[src/rtl/vector_register_bank_if.sv]
// rtl/vector_register_bank_if.sv - register bank access bus: clear, write port, two read ports, status
interface vector_register_bank_if #(
  parameter int LANE_BITS = 32,
  parameter int LANES     = 4,
  parameter int NREGS     = 16
);
  localparam int AW = $clog2(NREGS);
  localparam int VW = LANES * LANE_BITS;

  logic             clr;
  logic             we3;
  logic [LANES-1:0] wm3;
  logic [AW-1:0]    a1;
  logic [AW-1:0]    a2;
  logic [AW-1:0]    a3;
  logic [VW-1:0]    wd3;
  logic [VW-1:0]    rd1;
  logic [VW-1:0]    rd2;
  logic             busy;
  logic             drop;

  modport master (
    output clr, we3, wm3, a1, a2, a3, wd3,
    input  rd1, rd2, busy, drop
  );

  modport slave (
    input  clr, we3, wm3, a1, a2, a3, wd3,
    output rd1, rd2, busy, drop
  );
endinterface

[src/rtl/vector_register_bank.sv]
// rtl/vector_register_bank.sv - multi-lane vector register file with masked writes and init sweep
// Optional same-cycle write-to-read forwarding: define VRF_BYPASS_EN.
module vector_register_bank #(
  parameter int LANE_BITS = 32,
  parameter int LANES     = 4,
  parameter int NREGS     = 16,
  parameter int R0_INIT   = 65536,
  parameter int R1_INIT   = 81928
) (
  input  logic                  clk_i,
  input  logic                  rst_n_i,
  vector_register_bank_if.slave bus
);
  localparam int AW = $clog2(NREGS);
  localparam int VW = LANES * LANE_BITS;
  localparam logic [AW:0] LAST = (AW+1)'(NREGS - 1);

  typedef enum logic {INIT, READY} state_e;

  state_e        state_q;
  logic [AW:0]   cnt_q;
  logic          busy_q;
  logic          drop_q;
  logic [VW-1:0] regs_q [NREGS];

  logic          wr_req;
  logic          wr_ok;
  logic [AW-1:0] sweep_idx;
  logic [VW-1:0] rd1_d;
  logic [VW-1:0] rd2_d;

  function automatic logic [VW-1:0] init_val(input logic [AW-1:0] idx);
    logic [LANE_BITS-1:0] v;
    v = '0;
    if (idx == '0)
      v = LANE_BITS'(R0_INIT);
    else if (idx == AW'(1))
      v = LANE_BITS'(R1_INIT);
    return {LANES{v}};
  endfunction

  assign wr_req = bus.we3 && (bus.wm3 != '0);
  assign wr_ok  = (state_q == READY) && !bus.clr && bus.we3;

  // A CLR seen during the sweep restarts it on the same edge by rewriting register 0.
  always_comb begin
    sweep_idx = cnt_q[AW-1:0];
    if (bus.clr)
      sweep_idx = '0;
  end

  always_ff @(posedge clk_i or negedge rst_n_i) begin
    if (!rst_n_i) begin
      state_q <= INIT;
      cnt_q   <= '0;
      busy_q  <= 1'b1;
      drop_q  <= 1'b0;
    end else begin
      drop_q <= wr_req && (busy_q || bus.clr);
      case (state_q)
        INIT: begin
          if (bus.clr) begin
            cnt_q <= (AW+1)'(1);
          end else if (cnt_q == LAST) begin
            state_q <= READY;
            busy_q  <= 1'b0;
            cnt_q   <= '0;
          end else begin
            cnt_q <= cnt_q + 1'b1;
          end
        end
        READY: begin
          if (bus.clr) begin
            state_q <= INIT;
            cnt_q   <= '0;
            busy_q  <= 1'b1;
          end
        end
        default: begin
          state_q <= INIT;
          cnt_q   <= '0;
          busy_q  <= 1'b1;
        end
      endcase
    end
  end

  // The array itself carries no reset; the sweep is what gives it defined contents.
  always_ff @(posedge clk_i) begin
    if (state_q == INIT) begin
      regs_q[sweep_idx] <= init_val(sweep_idx);
    end else if (wr_ok) begin
      for (int i = 0; i < LANES; i++) begin
        if (bus.wm3[i])
          regs_q[bus.a3][i*LANE_BITS +: LANE_BITS] <= bus.wd3[i*LANE_BITS +: LANE_BITS];
      end
    end
  end

  always_comb begin
    rd1_d = regs_q[bus.a1];
    rd2_d = regs_q[bus.a2];
`ifdef VRF_BYPASS_EN
    if (bus.we3 && !busy_q && !bus.clr) begin
      for (int i = 0; i < LANES; i++) begin
        if (bus.wm3[i] && (bus.a3 == bus.a1))
          rd1_d[i*LANE_BITS +: LANE_BITS] = bus.wd3[i*LANE_BITS +: LANE_BITS];
        if (bus.wm3[i] && (bus.a3 == bus.a2))
          rd2_d[i*LANE_BITS +: LANE_BITS] = bus.wd3[i*LANE_BITS +: LANE_BITS];
      end
    end
`endif
    if (busy_q) begin
      rd1_d = '0;
      rd2_d = '0;
    end
  end

  assign bus.rd1  = rd1_d;
  assign bus.rd2  = rd2_d;
  assign bus.busy = busy_q;
  assign bus.drop = drop_q;
endmodule

[src/flat_wrapper.sv]
// flat-port wrapper written by rule: the top's interface ports become plain ports
module vector_register_bank_flat 
#(
  parameter int LANE_BITS = 32,
  parameter int LANES     = 4,
  parameter int NREGS     = 16,
  parameter int R0_INIT   = 65536,
  parameter int R1_INIT   = 81928
)
  (clk_i, rst_n_i, bus_clr, bus_we3, bus_wm3, bus_a1, bus_a2, bus_a3, bus_wd3, bus_rd1, bus_rd2, bus_busy, bus_drop);
  vector_register_bank_if #(.LANE_BITS(LANE_BITS), .LANES(LANES), .NREGS(NREGS)) bus_i ();
  input  logic clk_i;
  input  logic rst_n_i;
  input wire logic [$bits(bus_i.clr)-1:0] bus_clr;
  input wire logic [$bits(bus_i.we3)-1:0] bus_we3;
  input wire logic [$bits(bus_i.wm3)-1:0] bus_wm3;
  input wire logic [$bits(bus_i.a1)-1:0] bus_a1;
  input wire logic [$bits(bus_i.a2)-1:0] bus_a2;
  input wire logic [$bits(bus_i.a3)-1:0] bus_a3;
  input wire logic [$bits(bus_i.wd3)-1:0] bus_wd3;
  output wire logic [$bits(bus_i.rd1)-1:0] bus_rd1;
  output wire logic [$bits(bus_i.rd2)-1:0] bus_rd2;
  output wire logic [$bits(bus_i.busy)-1:0] bus_busy;
  output wire logic [$bits(bus_i.drop)-1:0] bus_drop;
  assign bus_i.clr = bus_clr;
  assign bus_i.we3 = bus_we3;
  assign bus_i.wm3 = bus_wm3;
  assign bus_i.a1 = bus_a1;
  assign bus_i.a2 = bus_a2;
  assign bus_i.a3 = bus_a3;
  assign bus_i.wd3 = bus_wd3;
  assign bus_rd1 = bus_i.rd1;
  assign bus_rd2 = bus_i.rd2;
  assign bus_busy = bus_i.busy;
  assign bus_drop = bus_i.drop;
  vector_register_bank #(.LANE_BITS(LANE_BITS), .LANES(LANES), .NREGS(NREGS), .R0_INIT(R0_INIT), .R1_INIT(R1_INIT)) u_core (.clk_i(clk_i), .rst_n_i(rst_n_i), .bus(bus_i));
endmodule
[config.mk]
export PLATFORM = sky130hd
export DESIGN_NAME = vector_register_bank_flat
export DESIGN_NICKNAME = d
export VERILOG_FILES = /design/src/rtl/vector_register_bank_if.sv /design/src/rtl/vector_register_bank.sv /design/src/flat_wrapper.sv
export SDC_FILE = /design/constraint.sdc
export NUM_CORES = 2
export LEC_CHECK = 0
export CORE_ASPECT_RATIO = 1.5
export CORE_MARGIN = 1
export CORE_UTILIZATION = 45
export DETAILED_ROUTE_END_ITERATION = 12
export GPL_TIMING_DRIVEN = 0
export HOLD_SLACK_MARGIN = 0.05
export SYNTH_ARGS = -nofsm -noshare
export SYNTH_HDL_FRONTEND = slang
export SYNTH_SLANG_ARGS = --single-unit
[constraint.sdc]
create_clock -name clk_i -period 3.1 [get_ports clk_i]
set_clock_uncertainty 0.15 [all_clocks]
set_input_delay 0.465 -clock clk_i [delete_from_list [all_inputs] [get_ports clk_i]]
set_output_delay 0.465 -clock clk_i [all_outputs]
set_load 0.01 [all_outputs]
==> Yosys cells after proc, flatten, opt, wreduce, memory -nomap -nowiden <==
Memories as Yosys holds them, arrays and structs flattened.
Index checks and enable logic that the tools add are counted.
{ "word_totals": {"ff_bits": 8, "mem_bits_rw": 2048, "input_bits": 148, "out_inout_bits": 258, "wordCells": 60, "mem_count": 1} }
{ "op_classes": {"add_sub_neg": 1, "eq_ne": 5, "n_mux": 38, "bitwise_logic": 1, "reduce_logical": 10} }
{ "mem_list": {"columns": ["name", "words", "word_bits", "read_ports", "rd_ports_with_merged_regs", "wr", "line", "source"], "rows": [
  ["u_core.regs_q", 16, 128, 2, 0, 1, "vector_register_bank.sv:24", "logic [VW-1:0] regs_q [NREGS];"]
]} }
{ "ops": {"columns": ["cell", "count"], "rows": [
  ["128-bit two-way mux", 3],
  ["128-bit OR reduction", 1],
  ["32-bit two-way mux", 2],
  ["1-bit two-way mux", 23],
  ["17-bit two-way mux", 1],
  ["5-bit two-way mux", 3],
  ["4-bit two-way mux", 3],
  ["5-bit case mux with 2 select lines", 1],
  ["5-bit by 1-bit adder with 5-bit output (second input constant)", 1],
  ["5-bit by 4-bit equality test with 1-bit output (second input constant)", 1],
  ["4-bit by 1-bit equality test with 1-bit output (second input constant)", 1],
  ["1-bit logical AND", 4],
  ["4-bit logical NOT", 1],
  ["2-bit != test (second input constant)", 2],
  ["1-bit case mux with 2 select lines", 2],
  ["4-bit nonzero test", 1],
  ["3-bit AND reduction", 1],
  ["2-bit by 1-bit != test with 1-bit output (second input constant)", 1],
  ["1-bit logical NOT", 1],
  ["1-bit logical OR", 1],
  ["1-bit inverter", 1]
]} }

==> Longest topological paths before layout <==
{ "logic_depth": {"word_depth": 8, "mapped_depth": 8, "mapped_depth_nobuf": 5} }

==> Worst setup path after synthesis <==
No wires, ideal clock.
{ "synth_timing": {"kind": "input to register", "start": "input bus_wm3[2]", "end": "memory u_core.regs_q[10][0] in the netlist's numbering, enable pin", "setup_time_ns": 0.421, "arrival_time_ns": 2.843, "required_time_ns": 2.529, "setup_slack_ns": -0.314, "stages": 6, "n_path_buf": 2, "cell_sequence": "nor4_4 or3_1 buf_4 buf_6 mux2i_1 nor2_1"} }
{ "synth_via": {"elab_chain_cells": 6, "elab_cells_between_ends": 7, "cone_classes": "mux (6); reduce/logical (1)"} }
{ "synth_lines": {"columns": ["element", "line", "source"], "rows": [
  ["start, declared", "flat_wrapper.sv:16", "input wire logic [$bits(bus_i.wm3)-1:0] bus_wm3;"],
  ["1-bit two-way mux (*)", "vector_register_bank.sv:94", "if (bus.wm3[i])"],
  ["1-bit two-way mux (*)", "vector_register_bank.sv:92", "end else if (wr_ok) begin"],
  ["1-bit two-way mux (*)", "vector_register_bank.sv:90", "if (state_q == INIT) begin"],
  ["1-bit two-way mux (implied by the code) (*)", "vector_register_bank.sv:95", "regs_q[bus.a3][i*LANE_BITS +: LANE_BITS] <= bus.wd3[i*LANE_BITS +: LANE_BITS];"],
  ["128-bit OR reduction (no source line) (*)", null, null],
  ["4-bit two-way mux (no source line)", null, null],
  ["end, declared", "vector_register_bank.sv:24", null]
]} }
Every way passes the cells marked *; elsewhere a longest branch is shown, timed or not.

==> Worst setup path in the final report <==
{ "layout_timing": {"start": "register u_core.busy_q, in the netlist u_core.bus.busy", "end": "output bus_rd2[72]"} }
{ "layout_via": {"elab_chain_cells": 1} }
{ "layout_lines": {"columns": ["element", "line", "source"], "rows": [
  ["start, declared", "vector_register_bank.sv:22", "logic busy_q;"],
  ["start signal, assigned", "vector_register_bank.sv:56", "busy_q <= 1'b1;"],
  ["start signal, assigned", "vector_register_bank.sv:66", "busy_q <= 1'b0;"],
  ["start signal, assigned", "vector_register_bank.sv:76", "busy_q <= 1'b1;"],
  ["128-bit two-way mux", "vector_register_bank.sv:113", "if (busy_q) begin"],
  ["end, declared", "flat_wrapper.sv:22", "output wire logic [$bits(bus_i.rd2)-1:0] bus_rd2;"]
]} }
No other way between the ends.

==> impl_metrics.yaml <==
status:
  status: "finished with violations"
  violations: "setup timing"
clock_network:
  cts_buffers: 207
  cts.sinks: 2056
  h-tree-depth: 4
  path_clk_slew_ns: 0.07
  clock_latency_ns: 0.91
  clock_path_buffers: 4
  cts_root_buf: "clkbuf_16"
  cts_tree: "built"
sta:
  slew_headroom_pct: 4.57
  tns_ns: -111.03
  fin_hold_ws_ns: 0.245
  rsz0062_at_grt: "true"
  worst_pin_slew_ns: 1.43
  clock.fmax_mhz: 290
  fin_crit_ns: 3.45
  worst_slack_ns: -0.348
  maxSlewViolCount: 0
  period_share_pct: 111
  final-setup-viol-count: 835
  hold_viol: 0
cells_and_area:
  areaGrowthSynthToFinish_pct: 28.0
  fill_cells: 16750
  num-nets-final: 7807
  seqCellArea_mm2: 0.0617
  drive_gt1_share_pct: 27.6
  multi_input_area_mm2: 0.0387
power_and_ir_drop:
  p_leak_uw: 0.0490
  p_per_area_mw_per_mm2: 529
  max-vdd-ir-drop_mv: 0.464
placed_design:
  gp_congestion: 0.929
  portBuffers: 403
  dpl.hpwl_um: 273000
setup_path:
  crit_path_top_delay_cell: "dfstp_4"
  path_max_fanout: 7
  crit_arrival_ns: 2.83
  worstPathCellList: "or2_4, clkbuf_16, buf_6, a221oi_4, o21ai_2, nand2_2, buf_6"
  max_stage_delay_ns: 0.54
  start_kind: "flop"
  worst_setup_path_end_kind: "output pin"
  path_depth: 7
  crit_type: "reg2out"
  crit_top_cell: "buf_6"
  cp.required_ns: 2.48
  reg2reg_depth: 4
  critPathTopFamily: "simple AND/OR/NAND/NOR gates"
  crit_buf_inv: 3
logic_synthesis:
  ys_seq_area_share_pct: 63.3
  synth_top_area_share_pct: 63.1
  ys.flop_type: "edfxtp_1"
  syn_inst: 6680
  synth_area_mm2: 0.0975
  ys_ff_latch: 2056
  ys.warnings.count: 0
  synth.avg_cell_area_um2: 14.6
  synth_area_leader_cell: "edfxtp_1"
  synth_edf_count: 2048
  synthArstFlopShare_pct: 0.389
  synth_area_leaders: "edfxtp_1, mux2i_1, a22oi_1"
  synth_cell_types: 46
  syn-num-nets: 6829
floorplanning:
  start_util_pct: 45.4
  die_area_mm2: 0.219
  rows: 208
  pin_count: 406
  fp.dieW_um: 382
  core_mm2: 0.215
  die_h_um: 572
drt:
  via_count: 72757
  drt_wl_total_um: 424000
  drt_iter0_markers: 10813
  drtAntennaViolNets: 0
  viasPerCell: 6.82
  drcViolationCount: 0
  first_pass_iters: 8
  post_drt_wl_per_cell_um: 39.7
min_path:
  whs_path_depth: 3
  hold_path.class: "in2reg"
global_route:
  track_usage_pct: 37.1
  grt_pass1_vias: 70159
  grt_antenna_before_repair: 32
  grt_pass1_wl_um: 557000
  grt_max_degree: 23
  grt.overflow.total: 0
job:
  maxCapViolCount: 0
-- worst paths after layout --
| path | slack [ns] | from | to |
|---|---|---|---|
| max | -0.35 | u_core.bus.busy$_DFFE_PN1P_ | bus_rd2[72] |
| min | 0.25 | bus_we3 | u_core.bus.drop$_DFF_PN0_ |
| max reg2reg | -0.20 | u_core.state_q$_DFF_PN0_ | u_core.regs_q[7][84]$_DFFE_PP_ |
| min reg2reg | 0.37 | u_core.cnt_q[4]$_DFFE_PN0P_ | u_core.cnt_q[4]$_DFFE_PN0P_ |
| max in group asynchronous | 1.93 | rst_n_i | u_core.state_q$_DFF_PN0_ |
| min in group asynchronous | 0.39 | rst_n_i | u_core.cnt_q[4]$_DFFE_PN0P_ |
-- routing by layer --
layer	global-route usage, %	vias up	part of all wire (%)
met5	0	-	0.026
met4	25.1	18	7.7
met3	8.67	1490	11
met2	58.8	5520	46
met1	45.0	37112	35
li1	-	28617	-
-- power breakdown --
group | switching, µW | leakage (µW) | total, µW | internal (µW)
registers | 242 | 0.0215 | 31100 | 30900
logic | 6470 | 0.0245 | 10600 | 4090
clock network | 11000 | 0.00307 | 24400 | 13400
-- cells by family (layout without fill, tap and decap cells) --
family | Yosys count | count (layout) | synth area share [%]
flip-flops | 2056 | 2056 | 63.3
buffers and inverters | 535 | 1660 | 2.46
other | 0 | 27 | 0
AND/OR/NAND/NOR | 1022 | 1022 | 4.99
adder cells (fa/ha/maj) | 1 | 1 | 0.0128
AO/OA/AOI/OAI | 1040 | 1040 | 7.99
XOR/XNOR | 1 | 1 | 0.00898
multiplexers | 2025 | 2025 | 21.3
-- synth_stat cells, drive strengths merged, types with 21 or more instances --
cell type  number
mux4           36
o21ai          24
edfxtp       2048
nor2           99
a221oi         21
a22oi         952
mux2i        1989
nand3         476
buf           268
nand2         291
and2          118
clkbuf        265
-- state kept, by name (all words and copies together), names as in the netlist --
signal and flops:
u_core.regs_q 2048, u_core.cnt_q 5, u_core.bus.busy 1, u_core.bus.drop 1
u_core.state_q 1
-- stage by stage --
stage | std cells | setup slack (ns) | power, µW | area (µm²) | utilization [%]
floorplan | 6680 | -0.314 | 35300 | 97600 | -
detailed placement | 10002 | -2.27 | 39500 | 107000 | 50.0
finish | 10667 | -0.348 | 66100 | 125000 | 58.1
CTS | 10496 | -0.309 | 64400 | 120000 | 55.7
global placement | 9918 | -3.85 | 39300 | 105000 | 49.0
global route | 10652 | -0.338 | 67000 | 125000 | 58.1
-- cell type report --
type	instances	area share [%]
Sequential cell	2056	49.4
Buffer	527	3.69
Inverter	2	0.00702
Multi-Input combinational cell	4089	31.0
Antenna cell	27	0.0541
Tap cell	2835	2.84
Timing Repair Buffer	775	7.98
Clock inverter	104	0.675
Clock buffer	252	4.36
-- worst reg2reg max path, stage by stage, from the launching register on --
cell and delay (ns):
dfrtp_2 0.47, a21boi_2 0.65, clkbuf_1 0.95, nor2_4 0.42
buf_16 0.33
-- cell usage in the layout, fill, tap and decap left out, types with 30 or more instances in the layout --
cell type           n
mux2i_1          1978
nand2_4           118
and2_1            118
nor2_4             66
nand3_2           150
buf_4             193
nor2_1             32
mux4_2             36
nand3_4           177
clkbuf_4          115
buf_6             330
nand2_1            53
nand3_1           149
clkbuf_1           55
clkdlybuf4s50_1   143
a22oi_1           952
clkinv_2           30
buf_12            151
clkinv_1           47
clkbuf_16         262
clkbuf_2           73
nand2_2           116
buf_8              47
buf_2             127
edfxtp_1         2048
-- what timing repair did --
| item | 4_1_cts | 5_1_grt |
|---|---|---|
| pin swaps | 141 | 202 |
| setup buffers | 112 | 152 |
| hold endpoints to repair | 7 | 0 |
| hold buffers | 1 | 0 |
| resized for setup | 2282 | 1002 |
| cloned | 28 | 11 |
| endpoints found under the setup margin | 2592 | 1556 |
Note: power is estimated with default switching activity, not from simulation.
